**src/rtl/dffre_pkg.sv**
```systemverilog
// dffre_pkg: shared width default and parity helper for dffre_reg
package dffre_pkg;
  localparam int DFFRE_DEFAULT_N = 8;
  function automatic logic parity(input logic [63:0] v);
    return ^v;
  endfunction
endpackage

```
**src/rtl/dffre_reg.sv**
```systemverilog
// dffre_reg: n-bit enabled register with async active-low reset
// Optional stored-parity checker when DFFRE_REG_PARITY_EN is defined.
module dffre_reg
  import dffre_pkg::*;
#(
  parameter int n = DFFRE_DEFAULT_N,
  parameter logic [n-1:0] RST_VAL = '0
) (
  input  logic         clk,
  input  logic         r,
  input  logic         en,
  input  logic [n-1:0] d,
`ifdef DFFRE_REG_PARITY_EN
  output logic         par_err,
`endif
  output logic [n-1:0] q
);
  // Ternary hold keeps an X enable from acting as 1; only differing bits go X.
  always_ff @(posedge clk or negedge r)
    if (!r) q <= RST_VAL;
    else q <= en ? d : q;
`ifdef DFFRE_REG_PARITY_EN
  if (1) begin : g_par
    logic p;
    always_ff @(posedge clk or negedge r)
      if (!r) begin
        p <= parity(64'(RST_VAL));
        par_err <= 1'b0;
      end else begin
        p <= en ? parity(64'(d)) : p;
        par_err <= parity(64'(q)) ^ p;
      end
  end
`endif
endmodule

```
**config.mk**
```make
export PLATFORM = sky130hd
export DESIGN_NAME = dffre_reg
export DESIGN_NICKNAME = d
export VERILOG_FILES = /design/src/rtl/dffre_pkg.sv /design/src/rtl/dffre_reg.sv
export SDC_FILE = /design/constraint.sdc
export NUM_CORES = 1
export LEC_CHECK = 0
export BUFFER_PORTS_ARGS = -buffer_cell sky130_fd_sc_hd__buf_2
export CAP_MARGIN = 20
export CORE_AREA = 2 2 39 41
export DETAILED_ROUTE_END_ITERATION = 6
export DIE_AREA = 0 0 41 43
export PLACE_DENSITY = 0.61
export SYNTH_ARGS = -nofsm -noshare
export SYNTH_HDL_FRONTEND = slang
export SYNTH_SLANG_ARGS = --single-unit
```
**constraint.sdc**
```tcl
create_clock -name clk -period 1 [get_ports clk]
set_clock_uncertainty 0.2 [all_clocks]
set_input_delay 0.2 -clock clk [delete_from_list [all_inputs] [get_ports clk]]
set_output_delay 0.2 -clock clk [all_outputs]
set_load 0.02 [all_outputs]
```
==> results.md <==
- Run status: finished with violations
- Violated checks: negative hold slack, negative setup slack
- Dpl ws: -0.0986 ns
- CTS Root Cell: clkbuf_4
- Clk pwr share: between 20% and 30%
- Vias in the first global route: 255
- RR Startpoint: q[6]$_DFFE_PN0P_
- Clock transition at path regs: 0.05 ns
- Worst Tran Pin Value: between 0.2 and 0.3 ns
- Cell Count, Final, Fillers Out: between 50 and 60
- Yosys warnings: 0
- Final non-filler cell area: 579 sq um
- Critical-path cell list: buf_6
- Starting Density: about a quarter
- FF-to-FF path depth: 2
- Total grt overflow: 0
- Routability cong.: a little over 0.6
- Peak VDD IR: about 340 uV
- Ys async rst share: between 90% and 100%
- Share of cells above drive strength 1: approximately 98%
- Post-synth top area cell: dfrtp_1
- Antenna Nets Post-Route: 0
- Filler cell count: between 100 and 150
- DR WL/cell: between 10 and 15 um
- Cell Area, Placed: between 400 and 500 sq um
- Leak: roughly 0.29 nW
- Layout Nets: 56
- Worst EP arrival: around 0.8 ns
- Post-Synthesis Cells: 17
- Crit Path Category: reg2out
- Crit path largest cell delay: ~0.42 ns
- Terminus of the critical flop-to-flop path: q[6]$_DFFE_PN0P_
- P_int: between 0.6 and 0.7 mW
- Power share of the combinational group: 28.1%
- Total net switching power: 0.220 mW
- Post-synthesis sequential area ratio: 60.4%
- Sw Ratio: between 20% and 30%
- Hold Path End: q[7]$_DFFE_PN0P_
- Initial antenna violation count: 0
- Core ar.: between 0.001 and 0.0015 sq mm
- Post-Syn Area: between 300 and 400 sq um
- Total die area: approximately 0.0018 sq mm
- PD cells: between 1500 and 2000 mW/mm^2
- HP Class: in2reg
- Largest register FFs: 8
- Via Count: about 230
- P&R area growth vs syn: 74.7%
- Post-Syn Nets: 28
- Worst Min Path Start: d[7]
- Final number of setup-violating endpoints: 13
- Reg power frac: between 40% and 50%
- Worst hold path depth: 2
- Largest registers: q x8
- H-Tree Level Count: 1
- Die Height: approximately 43 um
- CTS Buf Count: 3
- Worst hold slack: -0.0175 ns
- Largest net degree at the start of global routing: 9
- DR DRC count: 0
- Util after Layout: a little over two fifths
- Synth cell count leaders: dfrtp_1 (8), mux2_4 (8), buf_6 (1)
- Register area: 210 sq um
- CTS Sinks: 8
- Number of synthesized flops with an enable pin: 0
- Fmax: 836 MHz
- Top post-synthesis cells by area: dfrtp_1 (60%), mux2_4 (36%), buf_6 (3.4%)
- Crit end category: output pin
- Clk Latency, worst-skew pair: about 0.24 ns
- CTS max path bufs: 2
- CP max FO: 2
- DIE WIDTH: between 40 and 50 um
- First-pass GRT wire length: 1080 um
- CP Buf/Inv Count: 1
- Max Cap Violations: 0
- Dpl cells: 50
- Top_reg_cell synth: dfrtp_1
- DRT Pass-1 Iters: 2
- Initial DRC count: 1
- Vias per Instance: slightly below 4
- Share of the synthesized area in the top cell type: between 60% and 70%
- WP data required: about 0.60 ns
- Total negative setup slack: -2.00 ns
- CTS tree: built
- Delay-heaviest family, CP: flip-flops
- Period utilization: 120%
- Top reg by flops: q
- Boundary pin count: 19
- Average cell area after synthesis: 19.5 sq um
- Post-synth cell types: 3
- Final WS setup: -0.196 ns
- CP Launch Type: flop
- Combined area of the multi-input logic cells: ~120 sq um
- Final hold vios: 8
- Post-CTS Hold Buffers: 1
- Tmin final: around 1.2 ns
- Reg2Reg Setup Slack: -0.10 ns
- Critical path's slowest cell: dfrtp_2
- Yosys reg bits: 8
- I/O Buffers: 18
- Pins Over Slew Limit: 0
- Site Rows: 14
- Unrepaired setup endpoints after global routing: yes
- Worst slew margin relative to its limit: ~83%
- # diodes: 0
- Final wirelength: 701 um
- GRT Overall Usage: approximately a tenth
-- placed cells by master (no fill, tap or decap) --
cell / n
buf_2: 10
clkbuf_4: 3
buf_6: 13
dlygate4sd3_1: 1
mux2_4: 8
dfrtp_2: 8
-- per-stage QoR --
| stage | total power [mW] | hold slack [ns] |
|---|---|---|
| 5_1_grt | 0.936 | -0.0360 |
| 3_3_place_gp | 0.547 | -0.153 |
| 6_report | 0.879 | -0.0175 |
| 4_1_cts | 0.874 | -0.0240 |
| 2_1_floorplan | 0.490 | -0.296 |
| 3_5_place_dp | 0.551 | -0.150 |
-- cell type report --
type / instances / area share [%]
repair buffers: 24 / 35.6
well taps: 16 / 3.46
flip-flops and latches: 8 / 36.3
clock buffers: 3 / 3.89
multi-input cells: 8 / 20.7
-- what timing repair did --
item / 4_1_cts / 5_1_grt
hold endpoints to repair: 16 / 8
setup endpoints to repair: 8 / 16
gates resized for setup: 18 / 3
setup buffers: 4 / 1
-- worst max-delay path by stage --
stage,start,to,slack (ns),depth (start not counted)
final,q[6]$_DFFE_PN0P_,q[6],-0.20,1
after global routing,q[7]$_DFFE_PN0P_,q[7],-0.24,1
after CTS,q[5]$_DFFE_PN0P_,q[5],-0.20,1
after detailed placement,en,q[6]$_DFFE_PN0P_,-0.1,2
after global placement,en,q[2]$_DFFE_PN0P_,-0.09,2
after floorplan,q[0]$_DFFE_PN0P_,q[0]$_DFFE_PN0P_,-0.02,1
-- power by group through the flow --
stage / logic, mW / registers (mW) / clock network [mW]
2_1_floorplan: 0.0636 / 0.426 / 0
3_3_place_gp: 0.163 / 0.385 / 0
6_report: 0.248 / 0.392 / 0.240
4_1_cts: 0.236 / 0.388 / 0.250
3_5_place_dp: 0.166 / 0.385 / 0
5_1_grt: 0.262 / 0.396 / 0.277
-- routing by layer --
metal	share of wire (%)	global-route usage, %	up-vias
met3	3.1	3.14	2
met5	0	0	-
li1	-	-	111
met1	37	10.4	111
met4	2.0	14.0	0
met2	57	13.4	7
-- logic make-up (layout without fill, tap and decap cells) --
family,count (synthesis),after routing,synth area share (%)
DFF,8,8,60.4
buffers and inverters,1,27,3.40
muxes,8,8,36.2
(Power assumes the default switching activity.)
